$ cat config.mk
export PLATFORM = sky130hd
export DESIGN_NAME = ddr3_test_monitor
export DESIGN_NICKNAME = d
export VERILOG_FILES = /design/src/rtl/ddr3_test_monitor.sv
export SDC_FILE = /design/constraint.sdc
export NUM_CORES = 1
export LEC_CHECK = 0
export ABC_AREA = 1
export ABC_CLOCK_PERIOD_IN_PS = 1700
export CORE_UTILIZATION = 40
export DETAILED_ROUTE_END_ITERATION = 8
export DONT_BUFFER_PORTS = 1
export PLACE_DENSITY_LB_ADDON = 0.25
export SLEW_MARGIN = 30
export SYNTH_ARGS = -nofsm -noshare
export SYNTH_HDL_FRONTEND = slang
export SYNTH_SLANG_ARGS = --single-unit
$ cat constraint.sdc
create_clock -name clk -period 1.7 [get_ports clk]
set_input_delay 0.34 -clock clk [delete_from_list [all_inputs] [get_ports clk]]
set_output_delay 0.34 -clock clk [all_outputs]
set_load 0.02 [all_outputs]
$ cat src/rtl/ddr3_test_monitor.sv
// Passive monitor for the DDR3 test engine: taps MIG app handshakes, counts traffic,
// measures read latency, watches for stalled reads and drives LEDs plus a register port.
module ddr3_test_monitor #(
    parameter int pTIMEOUT  = 4096,
    parameter int pHB_BITS  = 24,
    parameter int pOUT_BITS = 4
) (
    input  logic        clk,
    input  logic        reset_n,
    input  logic        active,
    input  logic        init_calib_complete,
    input  logic        pass,
    input  logic        fail,
    input  logic        app_en,
    input  logic [2:0]  app_cmd,
    input  logic        app_rdy,
    input  logic        app_rd_data_valid,
    input  logic        clear,
    input  logic [2:0]  reg_addr,
    output logic [31:0] reg_data,
    output logic        led_pass,
    output logic        led_fail,
    output logic        led_heartbeat,
    output logic        timeout
);
    localparam int WD_W = $clog2(pTIMEOUT) + 1;
    localparam logic [WD_W-1:0]      WD_LAST = WD_W'(pTIMEOUT - 1);
    localparam logic [pOUT_BITS-1:0] OUT_ONE = pOUT_BITS'(1);

    logic                 acc, rd_acc, wr_acc, run, rdv;
    logic [31:0]          wr_cnt, rd_cmd_cnt, rdv_cnt, cyc, fail_ts;
    logic [15:0]          lat_timer, last_lat, max_lat;
    logic [pOUT_BITS-1:0] outstanding;
    logic [WD_W-1:0]      wd_cnt;
    logic [pHB_BITS-1:0]  hb_cnt;
    logic                 ovf, unf, pass_seen, fail_sticky;
    logic [31:0]          reg_next;

    assign acc    = app_en & app_rdy;
    assign rd_acc = acc & (app_cmd == 3'b001);
    assign wr_acc = acc & (app_cmd == 3'b000);
    assign rdv    = app_rd_data_valid;
    assign run    = active & init_calib_complete;

    always_comb begin
        reg_next = '0;
        case (reg_addr)
            3'd0: reg_next = {24'b0, unf, ovf, timeout, fail_sticky, pass_seen,
                              fail, init_calib_complete, active};
            3'd1: reg_next = wr_cnt;
            3'd2: reg_next = rd_cmd_cnt;
            3'd3: reg_next = rdv_cnt;
            3'd4: reg_next = {max_lat, last_lat};
            3'd5: reg_next = fail_ts;
            3'd6: reg_next = cyc;
            3'd7: reg_next = {16'hD3A7, {(16-pOUT_BITS){1'b0}}, outstanding};
            default: ;
        endcase
    end

    always_ff @(posedge clk or negedge reset_n) begin
        if (!reset_n) begin
            wr_cnt <= '0; rd_cmd_cnt <= '0; rdv_cnt <= '0; cyc <= '0; fail_ts <= '0;
            lat_timer <= '0; last_lat <= '0; max_lat <= '0; outstanding <= '0;
            wd_cnt <= '0; hb_cnt <= '0; ovf <= 1'b0; unf <= 1'b0;
            pass_seen <= 1'b0; fail_sticky <= 1'b0; timeout <= 1'b0;
            led_pass <= 1'b0; led_fail <= 1'b0; led_heartbeat <= 1'b0; reg_data <= '0;
        end else if (clear) begin
            wr_cnt <= '0; rd_cmd_cnt <= '0; rdv_cnt <= '0; cyc <= '0; fail_ts <= '0;
            lat_timer <= '0; last_lat <= '0; max_lat <= '0; outstanding <= '0;
            wd_cnt <= '0; hb_cnt <= '0; ovf <= 1'b0; unf <= 1'b0;
            pass_seen <= 1'b0; fail_sticky <= 1'b0; timeout <= 1'b0;
            led_pass <= 1'b0; led_fail <= 1'b0; led_heartbeat <= 1'b0; reg_data <= '0;
        end else begin
            if (wr_acc && wr_cnt != '1)     wr_cnt     <= wr_cnt + 32'd1;
            if (rd_acc && rd_cmd_cnt != '1) rd_cmd_cnt <= rd_cmd_cnt + 32'd1;
            if (rdv && rdv_cnt != '1)       rdv_cnt    <= rdv_cnt + 32'd1;

            // a same-cycle accept and return cancel out and never flag ovf/unf
            if (rd_acc && !rdv) begin
                if (outstanding == '1) ovf <= 1'b1;
                else                   outstanding <= outstanding + OUT_ONE;
            end else if (rdv && !rd_acc) begin
                if (outstanding == '0) unf <= 1'b1;
                else                   outstanding <= outstanding - OUT_ONE;
            end

            // the timer spans a whole busy period: first accept until the queue drains
            if (rdv && outstanding == OUT_ONE) begin
                last_lat <= lat_timer;
                if (lat_timer > max_lat) max_lat <= lat_timer;
            end
            if (rd_acc && (outstanding == '0 || (outstanding == OUT_ONE && rdv)))
                lat_timer <= 16'd1;
            else if (outstanding != '0 && lat_timer != '1)
                lat_timer <= lat_timer + 16'd1;

            if (rdv || outstanding == '0) wd_cnt <= '0;
            else if (wd_cnt != WD_LAST)   wd_cnt <= wd_cnt + WD_W'(1);
            if (outstanding != '0 && wd_cnt == WD_LAST) timeout <= 1'b1;

            if (run) begin
                if (cyc != '1) cyc <= cyc + 32'd1;
                hb_cnt <= hb_cnt + pHB_BITS'(1);
                if (hb_cnt == '1) led_heartbeat <= ~led_heartbeat;
            end

            if (pass) pass_seen <= 1'b1;
            if (fail && !fail_sticky) begin
                fail_sticky <= 1'b1;
                fail_ts     <= cyc;
            end

            led_pass <= pass_seen & ~fail_sticky & ~timeout;
            led_fail <= fail_sticky | timeout;
            reg_data <= reg_next;
        end
    end
endmodule

==> results.yml <==
outcome:
  run_status: "complete, but fails checks"
  violations_in_the_final_reports: "hold timing, setup timing"
setup_path:
  crit_type: "flip-flop to flip-flop"
  timing.critical_path.required_ns: 2.15
  critPathLaunchType: "flip-flop"
  timing.critical_path.to_type: "flip-flop"
  timing.critical_path.arrival_ns: 2.23
  critical_path.max_fanout: 8
cells_and_area:
  postLayoutCoreUtil_pct: 52.48
  finalNetCount: 2838
  synthToLayoutAreaGrowth_pct: 29.35
  antenna_cells: 0
  layout_cell_share_with_drive_strength_beyond_1_pct: 21.69
  layout.filler_cells: 4231
logic_synthesis:
  top_cell_type_s_share_of_synthesized_area_pct: 41.29
  synthArstFlopShare_pct: 100.0
  synth.distinct_cells: 49
  synth.yosys.warnings: 0
  top_reg_cell_synth: "sky130_fd_sc_hd__dfrtp_1"
  synth_area_mm2: 0.01751
  post_synth_main_area_contributors: "sky130_fd_sc_hd__dfrtp_1, sky130_fd_sc_hd__nand2_1, sky130_fd_sc_hd__nor2_1, sky130_fd_sc_hd__nand3_1, sky130_fd_sc_hd__inv_1"
  postSynthCellCount: 2498
  ys_seq_elements: 289
  syn-num-nets: 2540
  post-synth-top-area-cell: "sky130_fd_sc_hd__dfrtp_1"
  yosysSeqAreaShare_pct: 41.29
  yosysMostFrequentCell: "sky130_fd_sc_hd__nand2_1"
  synth-edff-count: 0
  synth_top_cells_by_count: "sky130_fd_sc_hd__nand2_1, sky130_fd_sc_hd__nor2_1, sky130_fd_sc_hd__dfrtp_1"
  postSynthAreaPerCell_um2: 7.011
sta:
  final.hold.worst_slack_ns: -0.5200
  worst_slack_ns: -0.08748
  grt_setup_unrepaired: "yes"
  fin_worst_skew_ns: 0.03339
  share_of_the_clock_period_used_by_the_worst_path_after_layout_pct: 105.1
  timing.final.hold_violations: 289
  setup_viol: 18
  relSlewSlack_pct: 51.24
  post_layout_minimum_cycle_time_ns: 1.787
  timing_worst_slew_pin_value_ns: 0.7314
  max_freq_ghz: 0.5594
  max_slew_violation_count: 0
clocking:
  root_buffer: "sky130_fd_sc_hd__clkbuf_16"
  cts_buffers: 35
  worst_skew_pair_later_pin_latency_ns: 0.58
  cts_htree_levels: 2
  cts_tree: "done"
  clk_pin_slew_ns: 0.06
  max-clock-path-buffers: 3
  cts-hold-fix-buffers: 5
  cts.sinks: 289
run:
  max_cap_violations: 0
drt:
  totalWireLength_um: 63260
  vias_per_cell: 5.342
  remaining_drc_errors: 0
  total_number_of_vias: 18200
  detailed_route_wire_length_per_cell_um: 18.57
  drt.antenna.violating_nets: 0
  drt_iter0_markers: 1526
  detail_route.first_pass.iterations: 6
global_routing:
  grt_overflow_total: 0
  largest_net_degree_at_the_start_of_global_routing: 290
  antenna_found_initial: 1
  grt_pass1_vias: 17120
  global_route_wire_length_before_repair_um: 96620
  track_usage_pct: 28.11
die:
  floorplan.die_area_mm2: 0.04463
  floorplan.die.height_um: 211.3
  die_w_um: 211.3
  initial_core_util_pct: 40.57
  ioPinCount: 52
  site_row_count: 76
  design.core.area_mm2: 0.04317
power_and_ir_drop:
  leakage_nw: 10.08
  share_clk_of_total_power_pct: 44.3
  combPwrFrac_pct: 15.4
  power_density_mw_per_mm2: 788.1
  net_switching_power_mw: 5.009
  max_ir_drop_vdd_uv: 718.1
  internal_power_mw: 12.84
  p_sw_share_pct: 28.06
  overall_power_consumption_mw: 17.85
  seq_power_share_pct: 40.3
placed_design:
  routabilityCongestion: 0.9666
  dp_hpwl_um: 46040
  placement.io_buffers: 0
hold_path:
  worstHoldPathType: "primary input to async pin"
## power by group through the flow
stage / clock, mW / sequential, mW / combinational (mW)
after floorplan: 0 / 7.31 / 1.22
after global placement: 0 / 7.31 / 1.97
after detailed placement: 0 / 7.32 / 1.99
after CTS: 8.06 / 7.19 / 2.10
after global routing: 8.32 / 7.22 / 2.93
final: 7.91 / 7.20 / 2.75
## routing by layer
layer	share of wire (%)	track usage (%)	vias to the layer above
met1	43	38.29	8619
li1	-	-	8767
met4	4.0	10.97	0
met2	46	44.75	661
met3	6.7	4.326	153
met5	0	0	-
## repair_timing
| item | in CTS | in global routing |
|---|---|---|
| setup buffers | 0 | 38 |
| gates cloned | 1 | 11 |
| hold endpoints to repair | 364 | 289 |
| setup endpoints to repair | 50 | 174 |
| gates resized for setup | 10 | 206 |
| pin swaps | 1 | 57 |
## cell usage in the layout, fill, tap and decap left out, types with 5 or more instances in the layout
master	instances
sky130_fd_sc_hd__o21ai_2	19
sky130_fd_sc_hd__nand3_2	18
sky130_fd_sc_hd__o22ai_1	82
sky130_fd_sc_hd__nand2_2	42
sky130_fd_sc_hd__inv_2	12
sky130_fd_sc_hd__a221oi_1	6
sky130_fd_sc_hd__nor4_1	7
sky130_fd_sc_hd__buf_4	299
sky130_fd_sc_hd__nor2_1	314
sky130_fd_sc_hd__nand2_4	11
sky130_fd_sc_hd__buf_12	15
sky130_fd_sc_hd__ha_1	16
sky130_fd_sc_hd__a21oi_1	46
sky130_fd_sc_hd__o21ai_1	20
sky130_fd_sc_hd__dfrtp_1	279
sky130_fd_sc_hd__o21ai_0	123
sky130_fd_sc_hd__nand4_1	62
sky130_fd_sc_hd__nor2_4	19
sky130_fd_sc_hd__inv_6	5
sky130_fd_sc_hd__nor3_1	41
sky130_fd_sc_hd__nor3_2	10
sky130_fd_sc_hd__nand3_1	191
sky130_fd_sc_hd__inv_1	264
sky130_fd_sc_hd__xnor2_1	10
sky130_fd_sc_hd__nor2_2	39
sky130_fd_sc_hd__xor2_1	40
sky130_fd_sc_hd__a21o_1	6
sky130_fd_sc_hd__nand2_1	676
sky130_fd_sc_hd__buf_6	10
sky130_fd_sc_hd__clkinv_2	12
sky130_fd_sc_hd__dfrtp_2	10
sky130_fd_sc_hd__ha_4	6
sky130_fd_sc_hd__clkbuf_16	45
## critical path, stage by stage, from the launching register on
cell and delay [ns]:
sky130_fd_sc_hd__dfrtp_1 0.38, sky130_fd_sc_hd__inv_1 0.13, sky130_fd_sc_hd__ha_4 0.22, sky130_fd_sc_hd__a21oi_1 0.16, sky130_fd_sc_hd__o21ai_0 0.16, sky130_fd_sc_hd__a21oi_2 0.19
sky130_fd_sc_hd__nand2_4 0.12, sky130_fd_sc_hd__clkbuf_16 0.19, sky130_fd_sc_hd__nand3_2 0.05, sky130_fd_sc_hd__nand2_1 0.05
## path summary, 6_finish.rpt
path / from / to / slack [ns] / cells past startpoint
worst max-delay path: max_lat[13] / max_lat[4] / -0.09 / 9
worst min-delay path: reset_n / rdv_cnt[26] / -0.52 / 0
worst max register to register: max_lat[13] / max_lat[4] / -0.09 / 9
worst min register to register: hb_cnt[15] / hb_cnt[15] / 0.50 / 1
max in group asynchronous: reset_n / rdv_cnt[3] / 1.57 / 0
min in group clk: fail / reg_data[2] / 0.02 / 2
## logic make-up (layout without fill, tap and decap cells)
family	Yosys count	count (layout)	share of synthesized area, %
AND/OR/NAND/NOR	1443	1444	34.93
flip-flops	289	289	41.29
buffers and inverters	366	689	8.601
multiplexers	3	3	0.1929
XOR/XNOR	50	50	2.500
AO/OA/AOI/OAI	321	321	10.62
adder cells (fa/ha/maj)	26	26	1.857
## sequential cells by signal, indices dropped and copies added (netlist names)
signal and flops:
max_lat 16, led_fail 1, hb_cnt 24, unf 1, outstanding 4, timeout 1, reg_data 32, fail_ts 32
wr_cnt 32, cyc 32, led_pass 1, lat_timer 16, last_lat 16, led_heartbeat 1, pass_seen 1, wd_cnt 13
rdv_cnt 32, rd_cmd_cnt 32, ovf 1, fail_sticky 1
## stage by stage
step	setup slack [ns]	cell area, um^2	setup TNS, ns	instances
6_report	-0.08748	22650	-1.044	3407
5_1_grt	-0.1267	22650	-3.514	3407
4_1_cts	0.007375	21470	0	3358
3_5_place_dp	-0.1186	20150	-2.944	3289
3_3_place_gp	-0.07428	20150	-1.683	3289
2_1_floorplan	-0.01182	17520	-0.04323	2498
## area by class of cell
type | instances | area (um^2) | share of cell area (%)
clock buffers | 40 | 955.9 | 4.220
inverters | 286 | 1130 | 4.987
well taps | 585 | 732.0 | 3.231
clock inverters | 23 | 245.2 | 1.083
repair buffers | 340 | 2980 | 13.16
multi-input cells | 1844 | 9366 | 41.35
flip-flops and latches | 289 | 7244 | 31.98
Note: power is estimated with default switching activity, not from simulation.
